==> config.mk <==
export PLATFORM = sky130hd
export DESIGN_NAME = packet_mem_reader
export DESIGN_NICKNAME = d
export VERILOG_FILES = /design/src/rtl/packet_mem_reader.sv
export SDC_FILE = /design/constraint.sdc
export NUM_CORES = 1
export LEC_CHECK = 0
export ABC_AREA = 0
export ABC_CLOCK_PERIOD_IN_PS = 3500
export CORE_UTILIZATION = 59
export CTS_CLUSTER_DIAMETER = 30
export CTS_CLUSTER_SIZE = 12
export DETAILED_ROUTE_END_ITERATION = 10
export GPL_ROUTABILITY_DRIVEN = 0
export GPL_TIMING_DRIVEN = 0
export PLACE_DENSITY = 0.92
export SYNTH_ARGS = -nofsm -noshare
export SYNTH_HDL_FRONTEND = slang
export SYNTH_SLANG_ARGS = --single-unit
==> constraint.sdc <==
create_clock -name iclk -period 3.5 [get_ports iclk]
set_input_delay 0.35 -clock iclk [delete_from_list [all_inputs] [get_ports iclk]]
set_output_delay 0.35 -clock iclk [all_outputs]
set_load 0.005 [all_outputs]
==> src/rtl/packet_mem_reader.sv <==
// ============================================================================
// packet_mem_reader
// ----------------------------------------------------------------------------
// Transmit-side packet memory reader. Pops packet lengths from a
// first-word-fall-through length FIFO. For each length it reads the matching
// bytes from the packet memory, starting at its own read-base pointer, and
// streams them out as a byte-wide tx stream. After each packet it inserts
// pIFG idle cycles.
//
// Ports:
//   iclk            clock, rising edge
//   i_rst           asynchronous active-high reset
//   i_enable        allows new packets to start (in-flight packets complete)
//   i_fifo_empty    length FIFO empty flag
//   i_fifo_len      length FIFO head entry (valid while not empty)
//   o_fifo_rd       one-cycle pop strobe to the length FIFO
//   o_reg_read_addr packet memory read address (holds when not reading)
//   i_reg_data      packet memory read data, one cycle after the address
//   o_tx_en         transmit byte valid
//   o_txd           transmit byte (0 when o_tx_en is low)
//   o_tx_last       marks the final byte of a packet
//   o_busy          high whenever the reader is not idle
//   o_pkt_count     number of packets fully transmitted (wraps)
// ============================================================================
module packet_mem_reader #(
    parameter int unsigned pLEN_W  = 11,
    parameter int unsigned pADDR_W = 14,
    parameter int unsigned pIFG    = 12,
    parameter int unsigned pCNT_W  = 16
) (
    input  logic               iclk,
    input  logic               i_rst,
    input  logic               i_enable,
    input  logic               i_fifo_empty,
    input  logic [pLEN_W-1:0]  i_fifo_len,
    output logic               o_fifo_rd,
    output logic [pADDR_W-1:0] o_reg_read_addr,
    input  logic [7:0]         i_reg_data,
    output logic               o_tx_en,
    output logic [7:0]         o_txd,
    output logic               o_tx_last,
    output logic               o_busy,
    output logic [pCNT_W-1:0]  o_pkt_count
);

    // Gap counter runs 0 .. pIFG-1.
    localparam int unsigned GAP_W = (pIFG > 1) ? $clog2(pIFG) : 1;
    localparam logic [GAP_W-1:0] GAP_LAST = GAP_W'(pIFG - 1);

    typedef enum logic [1:0] {
        ST_IDLE  = 2'd0,
        ST_READ  = 2'd1,
        ST_DRAIN = 2'd2,
        ST_GAP   = 2'd3
    } state_t;

    state_t             state_q,   state_d;
    logic [pADDR_W-1:0] base_q,    base_d;
    logic [pADDR_W-1:0] addr_q,    addr_d;
    logic [pLEN_W-1:0]  len_q,     len_d;
    logic [pLEN_W-1:0]  issued_q,  issued_d;
    logic [GAP_W-1:0]   gap_q,     gap_d;
    logic               tx_en_q,   tx_en_d;
    logic               tx_last_q, tx_last_d;
    logic               busy_q,    busy_d;
    logic [pCNT_W-1:0]  pkt_cnt_q, pkt_cnt_d;
    logic               pop_c;

    // State and datapath registers.
    always_ff @(posedge iclk or posedge i_rst) begin
        if (i_rst) begin
            state_q   <= ST_IDLE;
            base_q    <= '0;
            addr_q    <= '0;
            len_q     <= '0;
            issued_q  <= '0;
            gap_q     <= '0;
            tx_en_q   <= 1'b0;
            tx_last_q <= 1'b0;
            busy_q    <= 1'b0;
            pkt_cnt_q <= '0;
        end else begin
            state_q   <= state_d;
            base_q    <= base_d;
            addr_q    <= addr_d;
            len_q     <= len_d;
            issued_q  <= issued_d;
            gap_q     <= gap_d;
            tx_en_q   <= tx_en_d;
            tx_last_q <= tx_last_d;
            busy_q    <= busy_d;
            pkt_cnt_q <= pkt_cnt_d;
        end
    end

    // Next-state and datapath control.
    always_comb begin
        state_d   = state_q;
        base_d    = base_q;
        addr_d    = addr_q;
        len_d     = len_q;
        issued_d  = issued_q;
        gap_d     = gap_q;
        pkt_cnt_d = pkt_cnt_q;
        tx_en_d   = 1'b0;
        tx_last_d = 1'b0;
        pop_c     = 1'b0;

        case (state_q)
            ST_IDLE: begin
                // The pop is taken in the same cycle the head entry is seen.
                // This lets a zero-length entry be discarded and the next
                // entry be evaluated on the following cycle without
                // double-popping.
                if (i_enable && !i_fifo_empty) begin
                    pop_c = 1'b1;
                    if (i_fifo_len != '0) begin
                        len_d    = i_fifo_len;
                        addr_d   = base_q;
                        issued_d = pLEN_W'(1);
                        state_d  = ST_READ;
                    end
                end
            end

            ST_READ: begin
                // Each issued address produces one byte a cycle later.
                // The valid bit follows the address by one register stage.
                tx_en_d = 1'b1;
                if (issued_q == len_q) begin
                    tx_last_d = 1'b1;
                    state_d   = ST_DRAIN;
                end else begin
                    addr_d   = addr_q + pADDR_W'(1);
                    issued_d = issued_q + pLEN_W'(1);
                end
            end

            ST_DRAIN: begin
                base_d    = base_q + pADDR_W'(len_q);
                pkt_cnt_d = pkt_cnt_q + pCNT_W'(1);
                gap_d     = '0;
                state_d   = ST_GAP;
            end

            ST_GAP: begin
                if (gap_q == GAP_LAST) begin
                    state_d = ST_IDLE;
                end else begin
                    gap_d = gap_q + GAP_W'(1);
                end
            end

            default: begin
                state_d = ST_IDLE;
            end
        endcase

        busy_d = (state_d != ST_IDLE);
    end

    // Pop is suppressed while reset is held, because the state register sits
    // in IDLE during that time.
    assign o_fifo_rd = pop_c & ~i_rst;

    // The memory's synchronous read register is the data pipeline stage.
    // The byte is gated by the registered valid, so txd reads 0 when idle
    // and drops to 0 at once on reset.
    assign o_txd = tx_en_q ? i_reg_data : 8'h00;

    assign o_reg_read_addr = addr_q;
    assign o_tx_en         = tx_en_q;
    assign o_tx_last       = tx_last_q;
    assign o_busy          = busy_q;
    assign o_pkt_count     = pkt_cnt_q;

endmodule

* Word level (Yosys, flattened, before mapping) *
Index checks and enable logic that the tools add are counted.

storage, ports and cells
  register bits after elaboration = 75
  bits of input ports = 23
  output and inout bits = 42
  logic and storage cells = 57

operators by class
  $add $sub $neg = 5
  equal/unequal tests = 9
  multiplexer cells = 21
  bitwise gates (word level) = 2
  reductions and logical operators = 10

operators with widths
  kind                   count
  $mux 14                3
  $mux 11                3
  $pmux 14 s2            1
  $pmux 11 s2            1
  $add 16x1->16 const B  1
  $add 14x1->14 const B  1
  $add 14x11->14         1
  $add 11x1->11 const B  1
  $eq 11x11->1           1
  $reduce_bool 11->1     1
  $mux 2                 4
  $mux 8                 1
  $ne 2x2->1 const B     4
  $pmux 2 s4             1
  $pmux 4 s2             1
  $reduce_bool 2->1      3
  $mux 1                 5
  $add 4x1->4 const B    1
  $eq 2x2->1 const B     2
  $eq 4x4->1 const B     1
  $mux 4                 1
  $reduce_and 4->1       1
  $reduce_and 3->1       1
  $eq 2x1->1 const B     1
  6 further kinds        6

* Depth between registers and ports, before layout *
Gate-level depths: netlist of run 1.

  depth in word-level cells = 5
  gate-level depth with buffers = 7

* Least setup slack after synthesis of run 1 *
No wires, ideal clock.

  path type = flip-flop to flip-flop
  start = register len_q[0]
  end = register base_q[10]
  setup time = 131 ps
  arrival = 2160 ps
  data required time = 3369 ps
  slack = 1209 ps
  stages on the path, launching flop included = 8
  buffers on the path = 0
  clock period less this slack = 2291 ps
  cell sequence = dfrtp_1 ha_1 fa_1 a211oi_1 o21ai_0 a211oi_1 nor4b_1 or3_1

between the ends
  longest elaborated chain between the ends = 1

RTL lines
  what                    line  source
  start, declared         60    logic [pLEN_W-1:0] len_q, len_d;
  start signal, assigned  86    len_q <= len_d;
  $add 14x11->14          140   base_d = base_q + pADDR_W'(len_q);
  end signal, assigned    84    base_q <= base_d;
  end, declared           58    logic [pADDR_W-1:0] base_q, base_d;

Every way passes these cells.
A chain may end at the register's enable or synchronous reset.

* Final worst setup path of run 1 *
  start = register base_q[0]
  end = register base_q[10]

between the ends
  longest elaborated chain between the ends = 1

RTL lines
  what            line
  $add 14x11->14  140

Every way passes these cells.

==> results of run 1 <==
-- through the flow --
step                      total power, mW   util  std cells  setup WS [ns]
after floorplan                      2.17      -        462           1.21
after global placement               2.60  0.727        622         0.0430
after detailed placement             2.70  0.732        623          0.923
after CTS                            3.27  0.755        639          0.865
after global routing                 3.50  0.755        639          0.676
final                                3.31  0.755        639          0.837
-- worst paths after layout --
kind	depth (start not counted)	endpoint	startpoint
setup / recovery	7	base_q[10]	base_q[0]
hold / removal	2	gap_q[3]	i_rst
setup reg to reg	7	base_q[10]	base_q[0]
hold reg to reg	1	o_pkt_count[15]	o_pkt_count[15]
max in group asynchronous	3	len_q[2]	i_rst
min in group iclk	1	o_pkt_count[15]	o_pkt_count[15]
-- layout make-up --
type                    count  area share
inverters                   9     0.00699
repair buffers             65       0.129
flip-flops and latches     75       0.362
multi-input cells         359       0.430
well taps                  96      0.0232
clock buffers              11      0.0253
plain buffers              19      0.0186
clock inverters             5     0.00579
-- power by group through the flow --
stage / Combinational, mW / Clock [mW] / Sequential (mW)
floorplan: 0.832 / 0 / 1.34
global placement: 1.18 / 0 / 1.42
detailed placement: 1.26 / 0 / 1.44
CTS: 1.27 / 0.583 / 1.42
global route: 1.42 / 0.615 / 1.46
finish: 1.30 / 0.578 / 1.44
-- sequential cells by signal (all words and copies together), names as in the netlist --
register / flops
o_reg_read_addr: 14
issued_q: 11
o_tx_last: 1
gap_q: 4
o_tx_en: 1
state_q: 2
base_q: 14
o_busy: 1
o_pkt_count: 16
len_q: 11
-- kinds of logic after synthesis --
group / synth area share
buf+inv: 0.0307
compound gates: 0.178
simple gates: 0.232
flops: 0.443
mux: 0.00502
fa+ha+maj: 0.0490
xor+xnor: 0.0620
-- per-layer routing --
layer	wire (µm)	vias to the layer above	track usage
li1	-	1854	-
met1	4560	1925	0.401
met2	5370	253	0.514
met3	997	39	0.0657
met4	371	0	0.150
met5	0	-	0
-- layout by cell type, fill, tap and decap left out, types with 3 or more instances in the layout --
master	Yosys	routed
nand2_1	83	83
dfrtp_1	75	75
clkdlybuf4s50_1	0	64
nor2_1	23	23
a21oi_1	20	20
o21ai_0	20	20
nand3_1	18	18
xor2_1	16	16
nand4_1	16	16
and3_1	15	15
ha_1	15	15
xnor2_1	14	14
clkbuf_1	11	13
nor3_1	12	12
a31oi_1	10	10
and2_1	9	9
clkbuf_8	0	9
o311ai_0	7	7
inv_1	8	7
o211ai_1	7	7
o31ai_1	6	6
o21a_1	5	5
a211oi_1	5	5
nor4_1	4	4
nand2b_1	4	4
buf_2	4	4
a22oi_1	4	4
or4_1	3	3
nor4b_1	3	3
o22ai_1	3	3
a21o_1	3	3
clkinv_2	0	3
==> out/metrics.yaml, run 1 <==
status: "finished clean"
grt_pass1_vias: 3730
power_leakage_nw: 2.26
hold_viol: 0
p_clk_frac: 0.175
syn_to_final_growth_pct: 22.5
via_per_inst: 6.37
synth_most_common_cell: "nand2_1"
cts_buffers: 9
drv_cap: 0
setup_violations: 0
max-slew-margin-rel: 0.387
cts.repair.resized: 0
worst_pin_slew_ns: 0.905
fillCellCount: 461
seqPwrFrac: 0.434
crit_arrival_ns: 2.90
antenna_found_initial: 0
postRouteAntennaNets: 0
ir_drop_mv: 0.349
critPathTopFamily: "compound AO/OA/AOI/OAI gates"
rows: 30
required_ns: 3.74
postCtsSetupBuffers: 0
async_reset_ff_frac: 1.00
synth_area_leaders: "dfrtp_1 (44%), nand2_1 (7.4%), ha_1 (4.4%), xor2_1 (3.3%), xnor2_1 (2.9%)"
synth_seq_cells: 75
vias: 4071
avgSynthCellArea_um2: 9.17
finalInstanceArea_um2: 5190
wire_per_inst_um: 17.7
core_area_um2: 6870
cpMostUsedCell: "a211oi_1"
yosysUniqueCellTypes: 58
end_kind: "register"
synth_top_cells_by_count: "nand2_1 (83), dfrtp_1 (75), nor2_1 (23), a21oi_1 (20), o21ai_0 (20)"
clock_latency_ns: 0.36
rrSetupSlack_ns: 0.84
p_int_mw: 1.96
layout_min_cycle_time_ns: 2.66
ctsHoldBuffers: 0
power.switching_mw: 1.35
fin_nets: 577
yosys_warnings: 0
regArea_um2: 1880
critPathBufInv: 0
cp_max_fo: 3
ys_seq_area_frac: 0.443
cts.sinks: 75
grt_max_degree: 66
synth_area_um2: 4240
hpwl_um: 8260
multi_input_area_um2: 2230
start_util: 0.617
dr.pass1.iters: 6
cp_slowest_cell: "a211oi_1"
yosysTopAreaCell: "dfrtp_1"
tns_ns: 0
hold_slack_ns: 0.300
cts-root-buf: "clkbuf_8"
synth-edff-count: 0
skew_ns: 0.00675
grt_use_total: 0.315
drt-total-wl_um: 11300
synth_top_area_frac: 0.443
place_area_um2: 5030
synth_nets: 501
clock_path_buffers: 2
drtIter0Drc: 461
die_w_um: 86.7
drive_above_1_share: 0.0589
dieArea_um2: 7520
rsz0062_at_grt: "no"
synth_flop_cell: "dfrtp_1"
start_kind: "register"
grt_pass1_wl_um: 18000
fmax_ghz: 0.376
crit_chain: "ha_1, fa_1, a211oi_1, o21ai_0, a211oi_1, nor4b_1, or3_1"
holdCritPathClass: "in -> async"
port_buffers: 64
htree_levels: 3
cts_tree: "done"
combPwrFrac: 0.391
path_class: "reg -> reg"
p_sw_frac: 0.407
diodes: 0
clk_pin_slew_ns: 0.08
fin_crit_sh: 0.761
slowest_delay_ns: 0.44
p_per_area_nw_per_um2: 638
synthCells: 462
die_h_um: 86.7
drc: 0
io_pins: 65
overflow: 0
drv_slew: 0
(Power assumes the default switching activity.)
==> run 2, diff against run 1 <==
--- a/config.mk
+++ b/config.mk
@@ -6,14 +6,14 @@
 export NUM_CORES = 1
 export LEC_CHECK = 0
 export ABC_AREA = 0
-export ABC_CLOCK_PERIOD_IN_PS = 3500
-export CORE_UTILIZATION = 59
+export ABC_CLOCK_PERIOD_IN_PS = 2500
+export CORE_UTILIZATION = 54
 export CTS_CLUSTER_DIAMETER = 30
 export CTS_CLUSTER_SIZE = 12
 export DETAILED_ROUTE_END_ITERATION = 10
 export GPL_ROUTABILITY_DRIVEN = 0
 export GPL_TIMING_DRIVEN = 0
-export PLACE_DENSITY = 0.92
+export PLACE_DENSITY = 0.86
 export SYNTH_ARGS = -nofsm -noshare
 export SYNTH_HDL_FRONTEND = slang
 export SYNTH_SLANG_ARGS = --single-unit
==> constraint.sdc (replaced) <==
create_clock -name iclk -period 2.5 [get_ports iclk]
set_input_delay 0.25 -clock iclk [delete_from_list [all_inputs] [get_ports iclk]]
set_output_delay 0.25 -clock iclk [all_outputs]
set_load 0.005 [all_outputs]
==> run 2 against run 1 <==
  * Setup slack worse by 0.79 ns
  * Power is 40% higher
  * Sequential power is 40% higher
  * Core utilization is 5.5 points lower
  * Sequential share of layout area hardly changed
  * Via count is 0.96% lower
  * Final cell count is 0.47% higher
  * Largest power group unchanged
  * Highest routed layer is now met5
==> out/metrics.yaml, run 2 (same netlist as run 1, synthesis figures left out) <==
worstHoldPathCells: 3
fin_crit_sh: 0.981  # +0.220
r2r_end: "base_q[10]"
slowest_delay_ns: 0.44  # about the same
largest_register_ffs: 16  # unchanged
crit_arrival_ns: 2.69  # -0.21 ns
rsz0062_at_grt: "no"
drtIter0Drc: 384  # -17%
drt-total-wl_um: 11200  # -1.4%
critPathBufInv: 0  # unchanged
ir_drop_mv: 0.360  # +3.1%
fillCellCount: 538  # +17%
dp_slack_ns: -0.0709  # -0.993 ns
cts.sinks: 75  # unchanged
fin_nets: 577  # unchanged
p_per_area_nw_per_um2: 894  # +40%
tns_ns: 0  # unchanged
postRouteAntennaNets: 0  # unchanged
diodes: 0  # unchanged
clock_latency_ns: 0.36  # about the same
power_leakage_nw: 2.24  # -0.63%
rrSetupSlack_ns: 0.05  # -0.79 ns
cts-root-buf: "clkbuf_8"
start_kind: "register"
final_common_cell: "nand2_1"
fmax_ghz: 0.408  # +8.6%
power_mw: 4.64  # +40%
place_inst: 625  # +0.32%
grt_use_total: 0.286  # -0.0289
worst_pin_slew_ns: 0.939  # +0.0340 ns
die_h_um: 90.6  # +4.4%
cts_buffers: 9  # unchanged
hold_viol: 0  # unchanged
path_class: "reg -> reg"
min_from: "i_fifo_len[10]"
rows: 31  # +3.3%
syn_to_final_growth_pct: 22.5  # about the same
drv_slew: 0  # unchanged
grt_pass1_wl_um: 18700  # +3.6%
hpwl_um: 8110  # -1.9%
drc: 0  # unchanged
clock_path_buffers: 2  # unchanged
port_buffers: 64  # unchanged
antenna_found_initial: 0  # unchanged
clk_pin_slew_ns: 0.08  # about the same
reg2regPathDepth: 7  # unchanged
critPathTopFamily: "compound AO/OA/AOI/OAI gates"
holdCritPathClass: "in -> reg"
via_per_inst: 6.28  # -1.4%
cts_tree: "done"
required_ns: 2.74  # -1.00 ns
place_area_um2: 5000  # -0.47%
wire_per_inst_um: 17.4  # -1.8%
overflow: 0  # unchanged
ctsHoldBuffers: 0  # unchanged
crit_cells: 7  # unchanged
end_kind: "register"
dr.pass1.iters: 5  # -1
drv_cap: 0  # unchanged
layout_min_cycle_time_ns: 2.45  # -0.211 ns
skew_ns: 0.00544  # -0.00132 ns
cp_max_fo: 3  # unchanged
grt_pass1_vias: 3899  # +4.5%
fin_cells: 642  # +0.47%
r2r-start: "base_q[0]"
setup_violations: 0  # unchanged
crit_chain: "ha_1, fa_1, a211oi_2, o21ai_1, a211oi_2, nor4b_1, or3_1"
core_area_um2: 7410  # +7.9%
start_util: 0.572  # -0.0449
die_w_um: 90.6  # +4.4%
setup_slack_ns: 0.0482  # -0.789 ns
layout_common_cells: "nand2_1 (83), dfrtp_1 (75), clkdlybuf4s50_1 (64)"
finalInstanceArea_um2: 5190  # about the same
htree_levels: 3  # unchanged
drive_above_1_share: 0.0626  # +0.00368
cpMostUsedCell: "a211oi_2"
dieArea_um2: 8200  # +9.0%
vias: 4032  # -0.96%
cp_slowest_cell: "fa_1"
status: "finished clean"
grt_max_degree: 76  # +15%
max-slew-margin-rel: 0.364  # -0.0230
io_pins: 65  # unchanged
min_to: "len_q[10]"
[run 2: through the flow]
stage | util | hold slack, ns
CTS | 0.700 | 0.446
floorplan | - | 0.355
global placement | 0.675 | 0.455
finish | 0.701 | 0.447
detailed placement | 0.675 | 0.489
global route | 0.701 | 0.463
[run 2: power by group]
group,internal [mW],switching [mW]
clock,0.364,0.481
combinational,0.842,0.943
sequential,1.55,0.463
[run 2: metal layers]
layer,share of wire,vias to the layer above,global-route usage
li1,-,1847,-
met1,0.41,1937,0.378
met2,0.46,210,0.444
met3,0.089,36,0.0682
met4,0.031,2,0.132
met5,0.0018,-,0
[run 2: final cells by class]
| cell class | instances | area [µm²] | share of cell area |
|---|---|---|---|
| timing repair buffer | 65 | 648 | 0.125 |
| inverter | 9 | 36.3 | 0.00699 |
| sequential | 75 | 1880 | 0.362 |
| multi-input combinational | 359 | 2240 | 0.431 |
| clock inverter | 5 | 38.8 | 0.00747 |
| clock buffer | 11 | 131 | 0.0253 |
| buffer | 19 | 96.3 | 0.0186 |
| tap | 99 | 124 | 0.0239 |
[run 2: worst max path at each step]
stage | slack, ns | endpoint | start
2_1_floorplan | 0.21 | base_q[10] | len_q[0]
3_3_place_gp | -0.85 | len_q[8] | i_rst
3_5_place_dp | -0.07 | base_q[10] | base_q[0]
4_1_cts | 0.007 | base_q[10] | base_q[0]
5_1_grt | 0.003 | base_q[10] | base_q[0]
6_report | 0.05 | base_q[10] | base_q[0]
[run 2: tightest hold or removal path: cells and delay by family]
kind / cells / cell delay, ns
buffers and inverters: 1 / 0.42
AND/OR/NAND/NOR: 2 / 0.10
[run 2: what timing repair did]
item | 4_1_cts | 5_1_grt
pin swaps | 0 | 2
buffers inserted | 0 | 1
resized for setup | 2 | 1
setup endpoints to repair | 1 | 1
==> run 3, diff against run 2 <==
--- a/config.mk
+++ b/config.mk
@@ -6,7 +6,7 @@
 export NUM_CORES = 1
 export LEC_CHECK = 0
 export ABC_AREA = 0
-export ABC_CLOCK_PERIOD_IN_PS = 2500
+export ABC_CLOCK_PERIOD_IN_PS = 2350
 export CORE_UTILIZATION = 54
 export CTS_CLUSTER_DIAMETER = 30
 export CTS_CLUSTER_SIZE = 12
==> constraint.sdc (replaced) <==
create_clock -name iclk -period 2.35 [get_ports iclk]
set_input_delay 0.235 -clock iclk [delete_from_list [all_inputs] [get_ports iclk]]
set_output_delay 0.235 -clock iclk [all_outputs]
set_load 0.005 [all_outputs]
==> run 3 against run 2 <==
  * Sequential power rose by 6%
  * Critical endpoint is now o_fifo_rd
  * Highest routed layer is now met4
  * Largest cell class unchanged
  * Largest power group unchanged
  * Power is 6.6% higher
  * Sequential share of layout area down 0.14 points
==> out/metrics.yaml, run 3 (same netlist as run 1, synthesis figures left out) <==
port_buffers: 64  # unchanged
worstHoldPathCells: 3  # unchanged
combPwrFrac: 0.386  # about the same
drt-total-wl_um: 11100  # -0.19%
hpwl_um: 8110  # unchanged
cts.sinks: 75  # unchanged
cts_tree: "done"
grt_use_total: 0.287  # +0.00109
power_mw: 4.94  # +6.6%
antenna_found_initial: 0  # unchanged
drtIter0Drc: 324  # -16%
min_to: "len_q[10]"
seqPwrFrac: 0.432  # about the same
start_util: 0.572  # unchanged
finalInstanceArea_um2: 5210  # +0.39%
layout_common_cells: "nand2_1 (83), dfrtp_1 (75), clkdlybuf4s50_1 (64)"
p_clk_frac: 0.182  # about the same
rrSetupSlack_ns: 0.09  # +0.04 ns
setup_violations: 0  # unchanged
overflow: 0  # unchanged
ir_drop_mv: 0.387  # +7.3%
rows: 31  # unchanged
io_pins: 65  # unchanged
grt_pass1_vias: 3919  # +0.51%
cts-root-buf: "clkbuf_8"
p_int_mw: 2.93  # +6.6%
diodes: 0  # unchanged
layout_min_cycle_time_ns: 2.27
via_per_inst: 6.24  # -0.60%
start_kind: "register"
path_class: "reg -> out"
dieArea_um2: 8200  # unchanged
holdCritPathClass: "in -> reg"
rsz0062_at_grt: "no"
clk_pin_slew_ns: 0.08  # about the same
clock_path_buffers: 2  # unchanged
fin_crit_sh: 0.965
required_ns: 2.12  # -0.62 ns
power_leakage_nw: 2.25  # +0.21%
final_common_cell: "nand2_1"
worst_pin_slew_ns: 0.929  # -0.0103 ns
postRouteAntennaNets: 0  # unchanged
crit_arrival_ns: 2.03  # -0.66 ns
drive_above_1_share: 0.0700  # +0.00737
die_h_um: 90.6  # unchanged
cts_buffers: 9  # unchanged
hold_slack_ns: 0.438  # -0.00951 ns
clock_latency_ns: 0.35  # about the same
drv_slew: 0  # unchanged
die_w_um: 90.6  # unchanged
ctsHoldBuffers: 0  # unchanged
grt_pass1_wl_um: 18700  # +0.33%
r2r-start: "base_q[0]"
cp_max_fo: 7  # +4
status: "finished clean"
fin_nets: 577  # unchanged
place_area_um2: 5000  # unchanged
skew_ns: 0.00348  # -0.00195 ns
vias: 4008  # -0.60%
core_area_um2: 7410  # unchanged
p_sw_frac: 0.407  # about the same
power.switching_mw: 2.01  # +6.5%
hold_viol: 0  # unchanged
drc: 0  # unchanged
r2r_end: "base_q[10]"
reg2regPathDepth: 7  # unchanged
syn_to_final_growth_pct: 23.0
max-slew-margin-rel: 0.371  # +0.00698
end_kind: "primary output"
htree_levels: 3  # unchanged
p_per_area_nw_per_um2: 949  # +6.2%
fmax_ghz: 0.441
wire_per_inst_um: 17.3  # -0.19%
dr.pass1.iters: 7  # +2
grt_max_degree: 76  # unchanged
min_from: "i_fifo_len[10]"
drv_cap: 0  # unchanged
largest_register_ffs: 16  # unchanged
run 3: what timing repair did:
action | in CTS | in global routing
gates resized for setup | 4 | 3
pin swaps | 2 | 2
setup endpoints to repair | 3 | 2
gates cloned | 0 | 0
setup buffers | 1 | 1
run 3: per-layer routing:
metal  global-route usage  routed length [µm]  up-vias
li1                     -                   -     1842
met1                0.379                4700     1924
met2                0.440                5070      210
met3               0.0682                 988       32
met4                0.147                 371        0
met5                    0                   0        -
run 3: worst max path at each step:
stage	startpoint	end	cells after the start
finish	state_q[0]	o_fifo_rd	3
global route	base_q[0]	base_q[10]	7
CTS	base_q[7]	base_q[10]	8
detailed placement	base_q[0]	base_q[10]	7
global placement	i_rst	len_q[8]	2
floorplan	len_q[0]	base_q[10]	7
run 3: final cells by class:
cell class                 instances  area, µm²
clock inverter                     5       38.8
fill                             535       2200
clock buffer                      11        131
multi-input combinational        359       2250
tap                               99        124
sequential                        75       1880
timing repair buffer              66        656
inverter                           9       36.3
buffer                            18       92.6
run 3: stage by stage:
| step | cells | utilization | setup WS, ns | setup TNS (ns) |
|---|---|---|---|---|
| 2_1_floorplan | 462 | - | 0.0587 | 0 |
| 3_3_place_gp | 625 | 0.675 | -0.985 | -73.82 |
| 3_5_place_dp | 625 | 0.675 | -0.221 | -0.272 |
| 4_1_cts | 642 | 0.701 | 0.0227 | 0 |
| 5_1_grt | 642 | 0.703 | 0.00688 | 0 |
| 6_report | 642 | 0.703 | 0.0823 | 0 |
run 3: power by group through the flow:
stage | sequential (mW) | combinational, mW | clock [mW]
after floorplan | 1.99 | 1.24 | 0
after global placement | 2.11 | 1.77 | 0
after detailed placement | 2.13 | 1.86 | 0
after CTS | 2.11 | 1.87 | 0.897
after global routing | 2.18 | 2.11 | 0.966
final | 2.14 | 1.91 | 0.900
run 3: worst max-delay path, stage by stage (launching register included):
cell             delay (ns)
dfrtp_1                0.46
or4b_4                 0.60
nor2_1                 0.11
clkdlybuf4s50_1        0.52
